===== src/rtl/regfile_write_arb.sv =====
// Two-client write arbiter for a single register-file write port.
// Round-robin in IDLE, bounded burst ownership via per-client lock, registered write drive.
module regfile_write_arb #(
  parameter int MAXLOCK = 4
) (
  input  logic        clk,
  input  logic        reset,
  input  logic        c0_valid,
  input  logic        c1_valid,
  input  logic        c0_lock,
  input  logic        c1_lock,
  input  logic [4:0]  c0_addr,
  input  logic [4:0]  c1_addr,
  input  logic [31:0] c0_data,
  input  logic [31:0] c1_data,
  output logic        c0_ready,
  output logic        c1_ready,
  output logic        we3,
  output logic [4:0]  wa3,
  output logic [31:0] wd3,
  output logic [15:0] c0_cnt,
  output logic [15:0] c1_cnt,
  output logic [1:0]  owner
);

  localparam logic [1:0] IDLE  = 2'b00;
  localparam logic [1:0] LOCK0 = 2'b01;
  localparam logic [1:0] LOCK1 = 2'b10;
  localparam logic [3:0] MAXLOCK_C = 4'(MAXLOCK);
  // A one-write burst is indistinguishable from an unlocked write, so never enter LOCKn.
  localparam bit LOCK_EN = (MAXLOCK > 1);

  logic [1:0]  state_q, state_d;
  logic        rr_q, rr_d;
  logic [3:0]  burst_q, burst_d;
  logic        we3_q, we3_d;
  logic [4:0]  wa3_q, wa3_d;
  logic [31:0] wd3_q, wd3_d;
  logic [15:0] c0_cnt_q, c0_cnt_d;
  logic [15:0] c1_cnt_q, c1_cnt_d;

  logic        gnt0, gnt1, xfer;
  logic [4:0]  sel_addr;
  logic [31:0] sel_data;

  function automatic logic [15:0] sat_inc(input logic [15:0] c);
    return (c == 16'hFFFF) ? c : c + 16'd1;
  endfunction

  always_comb begin
    gnt0 = 1'b0;
    gnt1 = 1'b0;
    if (!reset) begin
      case (state_q)
        IDLE: begin
          gnt0 = c0_valid && (!c1_valid || !rr_q);
          gnt1 = c1_valid && (!c0_valid || rr_q);
        end
        LOCK0:   gnt0 = c0_valid;
        LOCK1:   gnt1 = c1_valid;
        default: ;
      endcase
    end
  end

  assign xfer     = gnt0 || gnt1;
  assign sel_addr = gnt1 ? c1_addr : c0_addr;
  assign sel_data = gnt1 ? c1_data : c0_data;

  always_comb begin
    state_d = state_q;
    rr_d    = rr_q;
    burst_d = burst_q;
    case (state_q)
      IDLE: begin
        if (gnt0) begin
          rr_d = 1'b1;
          if (c0_lock && LOCK_EN) begin
            state_d = LOCK0;
            burst_d = 4'd1;
          end
        end else if (gnt1) begin
          rr_d = 1'b0;
          if (c1_lock && LOCK_EN) begin
            state_d = LOCK1;
            burst_d = 4'd1;
          end
        end
      end
      // Owner may still complete one last write in the cycle it drops lock.
      LOCK0: begin
        if (!c0_valid || !c0_lock || (burst_q + 4'd1 >= MAXLOCK_C)) begin
          state_d = IDLE;
          rr_d    = 1'b1;
          burst_d = 4'd0;
        end else begin
          burst_d = burst_q + 4'd1;
        end
      end
      LOCK1: begin
        if (!c1_valid || !c1_lock || (burst_q + 4'd1 >= MAXLOCK_C)) begin
          state_d = IDLE;
          rr_d    = 1'b0;
          burst_d = 4'd0;
        end else begin
          burst_d = burst_q + 4'd1;
        end
      end
      default: begin
        state_d = IDLE;
        burst_d = 4'd0;
      end
    endcase
  end

  // Writes to r0 are accepted but suppressed; address/data hold their last real write.
  always_comb begin
    we3_d    = xfer && (sel_addr != 5'd0);
    wa3_d    = we3_d ? sel_addr : wa3_q;
    wd3_d    = we3_d ? sel_data : wd3_q;
    c0_cnt_d = gnt0 ? sat_inc(c0_cnt_q) : c0_cnt_q;
    c1_cnt_d = gnt1 ? sat_inc(c1_cnt_q) : c1_cnt_q;
  end

  always_ff @(posedge clk) begin
    if (reset) begin
      state_q  <= IDLE;
      rr_q     <= 1'b0;
      burst_q  <= 4'd0;
      we3_q    <= 1'b0;
      wa3_q    <= 5'd0;
      wd3_q    <= 32'd0;
      c0_cnt_q <= 16'd0;
      c1_cnt_q <= 16'd0;
    end else begin
      state_q  <= state_d;
      rr_q     <= rr_d;
      burst_q  <= burst_d;
      we3_q    <= we3_d;
      wa3_q    <= wa3_d;
      wd3_q    <= wd3_d;
      c0_cnt_q <= c0_cnt_d;
      c1_cnt_q <= c1_cnt_d;
    end
  end

  assign c0_ready = gnt0;
  assign c1_ready = gnt1;
  assign we3      = we3_q;
  assign wa3      = wa3_q;
  assign wd3      = wd3_q;
  assign c0_cnt   = c0_cnt_q;
  assign c1_cnt   = c1_cnt_q;
  assign owner    = state_q;

endmodule

===== config.mk =====
export PLATFORM = sky130hd
export DESIGN_NAME = regfile_write_arb
export DESIGN_NICKNAME = d
export VERILOG_FILES = /design/src/rtl/regfile_write_arb.sv
export SDC_FILE = /design/constraint.sdc
export NUM_CORES = 1
export LEC_CHECK = 0
export BUFFER_PORTS_ARGS = -buffer_cell sky130_fd_sc_hd__buf_2
export CORE_MARGIN = 1.5
export CORE_UTILIZATION = 50
export CTS_CLUSTER_SIZE = 8
export DETAILED_ROUTE_END_ITERATION = 10
export GPL_TIMING_DRIVEN = 0
export HOLD_SLACK_MARGIN = 0.08
export MAX_ROUTING_LAYER = met4
export PLACE_DENSITY = 0.93
export SYNTH_ARGS = -nofsm -noshare
export SYNTH_HDL_FRONTEND = slang
export SYNTH_SLANG_ARGS = --single-unit

===== constraint.sdc =====
create_clock -name clk -period 3.4 [get_ports clk]
set_input_delay 0.85 -clock clk [delete_from_list [all_inputs] [get_ports clk]]
set_output_delay 0.85 -clock clk [all_outputs]
set_load 0.005 [all_outputs]

After elaboration in Yosys (flattened, before gate mapping):

Index checks and enable logic that the tools add are counted.

* add/sub/neg operators: 3
* order comparisons: 1
* equality and inequality tests: 9
* multiplexer cells: 25
* bitwise logic cells: 2
* reductions and logical operators: 23

Operators with widths (number)
* $add 16x1->16 const B: 2
* $eq 16x16->1 const B: 2
* $mux 32: 1
* $mux 4: 6
* $mux 2: 6
* $pmux 4 s3: 1
* $ne 3x3->1 const B: 3
* $logic_or 1x1->1: 7
* $mux 1: 6
* $pmux 2 s3: 1
* $logic_not 1->1: 5
* $mux 5: 1
* $reduce_and 5->1: 1
* $reduce_bool 5->1: 1
* $add 4x1->4 const B: 1
* $ge 4x3->1 const B: 1
* $ne 2x2->1 const B: 2
* $pmux 1 s2: 2
* $reduce_and 2->1: 2
* $reduce_and 4->1: 1
* $logic_and 1x1->1: 3
* $pmux 1 s3: 1
* $reduce_and 3->1: 1
* $reduce_bool 3->1: 1
* 4 further kinds: 5

* register bits after elaboration: 77
* output and inout bits: 74
* logic and storage cells: 71

Logic depth before layout (Yosys ltp):

Gate-level depths: netlist of the first run.

* depth after elaboration: 8
* depth in mapped cells: 11

Worst setup path before layout of the first run:

Ideal clock, no wire load.

* path kind: input to output
* start: input port reset
* end: output port c1_ready
* data arrival time: 1695 ps
* required time: 2550 ps
* slack: 855 ps
* cell stages on the path: 5
* path through: nand2b_1 -> or3_1 -> buf_6 -> inv_4 -> buf_6

* longest elaborated chain between the ends: 1

RTL lines
* from (decl): RTL line 7 `input logic reset,`
* $mux 1: RTL line 53 `if (!reset) begin`
* to (decl): RTL line 17 `output logic c1_ready,`

Every way passes these cells.

Worst setup path in the final report of the first run:

* start: register state_q[0], in the netlist owner[0]
* end: output port c0_ready

* longest elaborated chain between the ends: 3

RTL lines
* from (decl): RTL line 33 `logic [1:0] state_q, state_d;`
* from (signal assigned): RTL line 136 `state_q <= state_d;`
* $eq 2x1->1 or $logic_not 2->1 (tied branches): RTL line 54 `case (state_q)`
* $pmux 1 s2 (*): RTL line 54
* $mux 1 (*): RTL line 53
* to (decl): RTL line 16 `output logic c0_ready,`

Every way passes the cells marked *; elsewhere a longest branch is shown, timed or not.

==> metrics.yaml, run 1 <==
crit_fanout: 10
regArea_mm2: 0.00154
fin_crit_ps: 2930
tritoncts: "yes"
drc: 0
fin_crit_sh_pct: 86.3
worstSetupEndpointType: "output port"
synth_cells: 458
pwr_density_cell_mw_per_mm2: 499
die_w_um: 90.7
outcome: "complete, no violations"
synth_area_mm2: 0.00384
maxSlewViolCount: 0
root_buffer: "clkbuf_8"
peakVddDrop_mv: 0.323
initial_core_util_pct: 52.4
crit_arrival_ps: 2080
final_cell_mix: "163 x buf_2, 101 x nor2_1, 77 x dfxtp_1"
grt_max_degree: 13
async_flop_share_pct: 0
syn_to_final_growth_pct: 28.2
r2r_cells: 10
grt_pass1_vias: 3828
cp-endpoint: "c0_ready"
die_y_um: 90.7
post_cts_buffers: 0
io_pins: 154
rr_endpoint: "wd3[11]"
synth_nets: 545
yosys_register_bits: 77
first_iter_violations: 185
worstSkewPairLatency_ps: 350
num_antenna_cells: 0
gr-usage-all-layers_pct: 27.7
drive_above_1_share_pct: 33.3
drt_wl_total_um: 10800
synth_edf_count: 0
grt_pass1_wl_um: 18000
tightest_slew_ps: 673
clkTransAtPathRegs_ps: 80
startpoint_type: "flop"
fillers: 601
cts_buffer_depth: 2
max_freq_mhz: 341
dpl.hpwl_um: 8350
drtAntennaViolNets: 0
reg2reg_slack_ps: 940
path_class: "reg -> out"
gp_congestion: 0.943
core_mm2: 0.00733
r2r-start: "owner[0]"
h-tree-depth: 3
p_leak_nw: 2.19
cts-resized-gates: 0
ys_types: 53
skew_ps: 13.8
cts_num_sinks: 77
yosysSeqAreaShare_pct: 40.1
synth-main-ff-cell: "dfxtp_1"
cts_made_buffers: 9
io_buffer_count: 153
holdWs_ps: 492
finalSetupViolCount: 0
min_path_type: "reg -> reg"
tns_ps: 0
drt_pass1_iterations: 5
relSlewSlack_pct: 55.2
hold_buffers: 0
route.detailed.wl_per_inst_um: 14.9
dpl-instance-area_mm2: 0.00473
worstSetupStartpoint: "owner[0]"
rsz0062_at_grt: "false"
hold_viol_final: 0
viasPerCell: 5.48
stdcell_area_mm2: 0.00493
fin_util_pct: 67.2
die_area_mm2: 0.00822
rows: 31
yosysWarnings: 0
vias: 3976
final_common_cell: "buf_2"
cp.required_ps: 2550
maxCapViolCount: 0
antenna_found_initial: 0
multi_input_area_mm2: 0.00210
gr-total-overflow: 0
final_nets: 709
avgSynthCellArea_um2: 8.39
-- worst max-delay path: stages, from the launching register on --
cell      delay, ps
dfxtp_1         420
inv_1           110
ha_1            220
buf_2           170
a21boi_2        180
o21ai_2         350
inv_1           120
buf_2           160
-- sequential cells by signal, indices dropped and copies added (netlist names) --
register,cells
rr_q,1
owner,2
we3,1
wa3,5
c1_cnt,16
burst_q,4
wd3,32
c0_cnt,16
-- power breakdown --
part	total [mW]	switching [mW]	leakage, nW	internal [mW]
clock	0.687	0.329	0.0964	0.358
combinational	0.682	0.376	1.47	0.306
sequential	1.09	0.0743	0.629	1.02
total	2.46	0.780	2.19	1.68
-- cell families (layout without fill, tap and decap cells) --
kind of cell	Yosys count	in the layout	share of synthesized area (%)
buffers and inverters	41	210	5.37
DFF	77	77	40.1
adders and majority gates	7	7	2.28
muxes	11	11	2.99
and+or+nand+nor	267	267	37.9
xor gates and xnor gates	15	15	3.42
AOI/OAI and AO/OA	40	40	7.98
-- stage by stage --
stage | cells | power [mW] | setup WS (ps)
final | 726 | 2.46 | 466
after global routing | 726 | 2.61 | 291
after CTS | 726 | 2.47 | 468
after detailed placement | 710 | 1.79 | 567
after global placement | 710 | 1.76 | 566
after floorplan | 458 | 1.53 | 855
-- final cells by class --
cell class	count	share of cell area, %
flip-flops and latches	77	31.3
multi-input cells	340	42.5
plain buffers	28	3.15
repair buffers	153	15.5
inverters	13	1.04
clock buffers	12	2.95
clock inverters	4	0.965
well taps	99	2.51
-- worst min path at each step --
stage | endpoint | slack, ps | from | depth (start not counted)
2_1_floorplan | burst_q[1] | 470 | burst_q[1] | 2
3_3_place_gp | burst_q[2] | 480 | burst_q[2] | 1
3_5_place_dp | burst_q[2] | 480 | burst_q[2] | 1
4_1_cts | burst_q[2] | 500 | burst_q[2] | 1
5_1_grt | burst_q[2] | 510 | burst_q[2] | 1
6_report | burst_q[2] | 490 | burst_q[2] | 1
-- Yosys cell counts (all sizes together), types with 6 or more instances --
library cell	number	area (µm²)
nor2	102	390
dfxtp	77	1540
nor3	46	241
nor4	41	344
nand3	17	97.6
buf	15	106
nand2	15	56.3
clkbuf	13	48.8
inv	13	51.3
xnor2	12	105
nand4	11	68.8
o21ai	11	62.6
ha	7	87.6
mux2i	7	70.1
a2111oi	6	78.8
a21oi	6	30.0
nand2b	6	37.5
-- metal layers --
layer	vias to the layer above	track usage, %	wire [µm]
li1	1966	-	-
met1	1843	31.8	4490
met2	153	47.8	5520
met3	14	5.81	640
met4	0	9.13	182
met5	-	-	0
(Power assumes the default switching activity.)
==> inputs of run 2 (changes only) <==
--- a/config.mk
+++ b/config.mk
@@ -7,13 +7,12 @@
 export LEC_CHECK = 0
 export BUFFER_PORTS_ARGS = -buffer_cell sky130_fd_sc_hd__buf_2
 export CORE_MARGIN = 1.5
-export CORE_UTILIZATION = 50
+export CORE_UTILIZATION = 52
 export CTS_CLUSTER_SIZE = 8
 export DETAILED_ROUTE_END_ITERATION = 10
-export GPL_TIMING_DRIVEN = 0
 export HOLD_SLACK_MARGIN = 0.08
 export MAX_ROUTING_LAYER = met4
-export PLACE_DENSITY = 0.93
+export PLACE_DENSITY = 0.95
 export SYNTH_ARGS = -nofsm -noshare
 export SYNTH_HDL_FRONTEND = slang
 export SYNTH_SLANG_ARGS = --single-unit
==> run 2 against run 1 <==
Net effect: die area is 3.7% lower; total power is 2.5% higher; non-clock buffer count is 23 lower; flip-flop and latch count stayed put; sequential share of layout area is 0.48 points higher; sequential power hardly changed; largest cell class unchanged.
==> metrics.yaml, run 2 (same netlist as run 1, synthesis figures left out) <==
outcome: "complete, no violations"
skew_ps: 9.03  # -4.82 ps
reg2reg_slack_ps: 670  # -270 ps
finalSetupViolCount: 0  # unchanged
setup_slack_ps: 188  # -278 ps
tns_ps: 0  # unchanged
grt_pass1_vias: 3514  # -8.2%
post-place-ws_ps: 534  # -33.0 ps
r2r-start: "owner[0]"
viasPerCell: 5.54  # +1.2%
grt_max_degree: 82  # +69
h-tree-depth: 3  # unchanged
die_area_mm2: 0.00792  # -3.7%
gr-usage-all-layers_pct: 25.6  # -2.1 points
fin_crit_sh_pct: 94.5  # +8.2 points
fin_util_pct: 67.3  # about the same
slowest_delay_ps: 580  # +160 ps
final_cell_mix: "153 x buf_2, 101 x nor2_1, 77 x dfxtp_1"
post_cts_buffers: 0  # unchanged
p_leak_nw: 2.15  # -1.8%
crit_fanout: 16  # +6
gr-total-overflow: 0  # unchanged
drt_wl_total_um: 9990  # -7.8%
pwr_density_cell_mw_per_mm2: 520  # +4.1%
cts_made_buffers: 9  # unchanged
r2r_cells: 8  # -2
route.detailed.wl_per_inst_um: 14.2  # -4.7%
hold_viol_final: 0  # unchanged
die_y_um: 89.0  # -1.9%
stdcell_area_mm2: 0.00485  # -1.5%
rsz0062_at_grt: "false"
maxCapViolCount: 0  # unchanged
tritoncts: "yes"
critPathSlowestCell: "o21ai_2"
grt_pass1_wl_um: 15500  # -14%
gp_congestion: 0.925  # -1.9%
largest_register_ffs: 32  # unchanged
startpoint_type: "flop"
maxSlewViolCount: 0  # unchanged
rr_endpoint: "wd3[0]"
syn_to_final_growth_pct: 26.2
dpl-instance-area_mm2: 0.00462  # -2.4%
core_mm2: 0.00721  # -1.6%
fillers: 589  # -2.0%
worstSkewPairLatency_ps: 340  # about the same
io_buffer_count: 153  # unchanged
min_path_type: "reg -> reg"
final_common_cell: "buf_2"
worstSetupStartpoint: "owner[0]"
worst-path-buf-inv: 3  # -1
cts_buffer_depth: 2  # unchanged
fin_crit_ps: 3210  # +278 ps
cts_num_sinks: 77  # unchanged
hold_buffers: 0  # unchanged
crit_top_cell: "inv_1"
tightest_slew_ps: 929  # +257 ps
finalPower_mw: 2.52  # +2.5%
clkTransAtPathRegs_ps: 70  # about the same
num_antenna_cells: 0  # unchanged
crit_arrival_ps: 2360  # +280 ps
first_iter_violations: 164  # -11%
max_freq_mhz: 311  # -8.6%
die_w_um: 89.0  # -1.9%
vias: 3892  # -2.1%
crit_chain: "inv_1 > ha_1 > a21boi_2 > o21ai_2 > inv_1 > buf_2"
dpl.hpwl_um: 7050  # -16%
drtAntennaViolNets: 0  # unchanged
path_class: "reg -> out"
rows: 31  # unchanged
worstSetupEndpointType: "output port"
drt_pass1_iterations: 4  # -1
crit_family: "compound AO/OA/AOI/OAI gates"
peakVddDrop_mv: 0.345  # +6.8%
drc: 0  # unchanged
cts-resized-gates: 0  # unchanged
cp.depth: 6  # -1
antenna_found_initial: 0  # unchanged
cp-endpoint: "c0_ready"
drive_above_1_share_pct: 33.3  # unchanged
relSlewSlack_pct: 38.0  # -17 points
io_pins: 154  # unchanged
cp.required_ps: 2550  # about the same
initial_core_util_pct: 53.3  # +0.85 points
final_nets: 686  # -3.2%
root_buffer: "clkbuf_8"
[run 2: layer usage]
metal	global-route usage, %	part of all wire [%]
met1	28.5	42
met2	44.6	49
met3	3.69	5.7
met4	13.1	2.8
met5	-	0
[run 2: final cells by class]
class	count	area, µm²	area share, %
Multi-Input combinational cell	340	2100	43.3
Clock inverter	3	67.6	1.39
Timing Repair Buffer	158	803	16.6
Clock buffer	12	165	3.40
Inverter	13	51.3	1.06
Sequential cell	77	1540	31.8
Tap cell	99	124	2.55
[run 2: worst reg2reg max path: stages, from the launching register on]
cell and delay (ps):
dfxtp_1 410, inv_1 100, ha_1 340, a21boi_2 230, o21ai_2 580, or3_1 210, buf_4 370, nor2_1 110
nor4_1 300
[run 2: report_power, final]
group,switching (mW),internal [mW],total [mW]
clock network,0.315,0.470,0.785
registers,0.0729,1.02,1.09
logic,0.365,0.282,0.647
total,0.753,1.77,2.52
[run 2: worst min-delay path by stage]
stage / from / end / slack [ps] / depth (start not counted)
2_1_floorplan: burst_q[1] / burst_q[1] / 470 / 2
3_3_place_gp: wa3[0] / wa3[0] / 470 / 2
3_5_place_dp: wa3[0] / wa3[0] / 480 / 2
4_1_cts: wa3[0] / wa3[0] / 490 / 2
5_1_grt: wa3[0] / wa3[0] / 500 / 2
6_report: wa3[0] / wa3[0] / 490 / 2
[run 2: metrics by stage]
stage | hold slack (ps) | cells
after floorplan | 471 | 458
after global placement | 475 | 687
after detailed placement | 476 | 687
after CTS | 487 | 702
after global routing | 500 | 702
final | 487 | 702
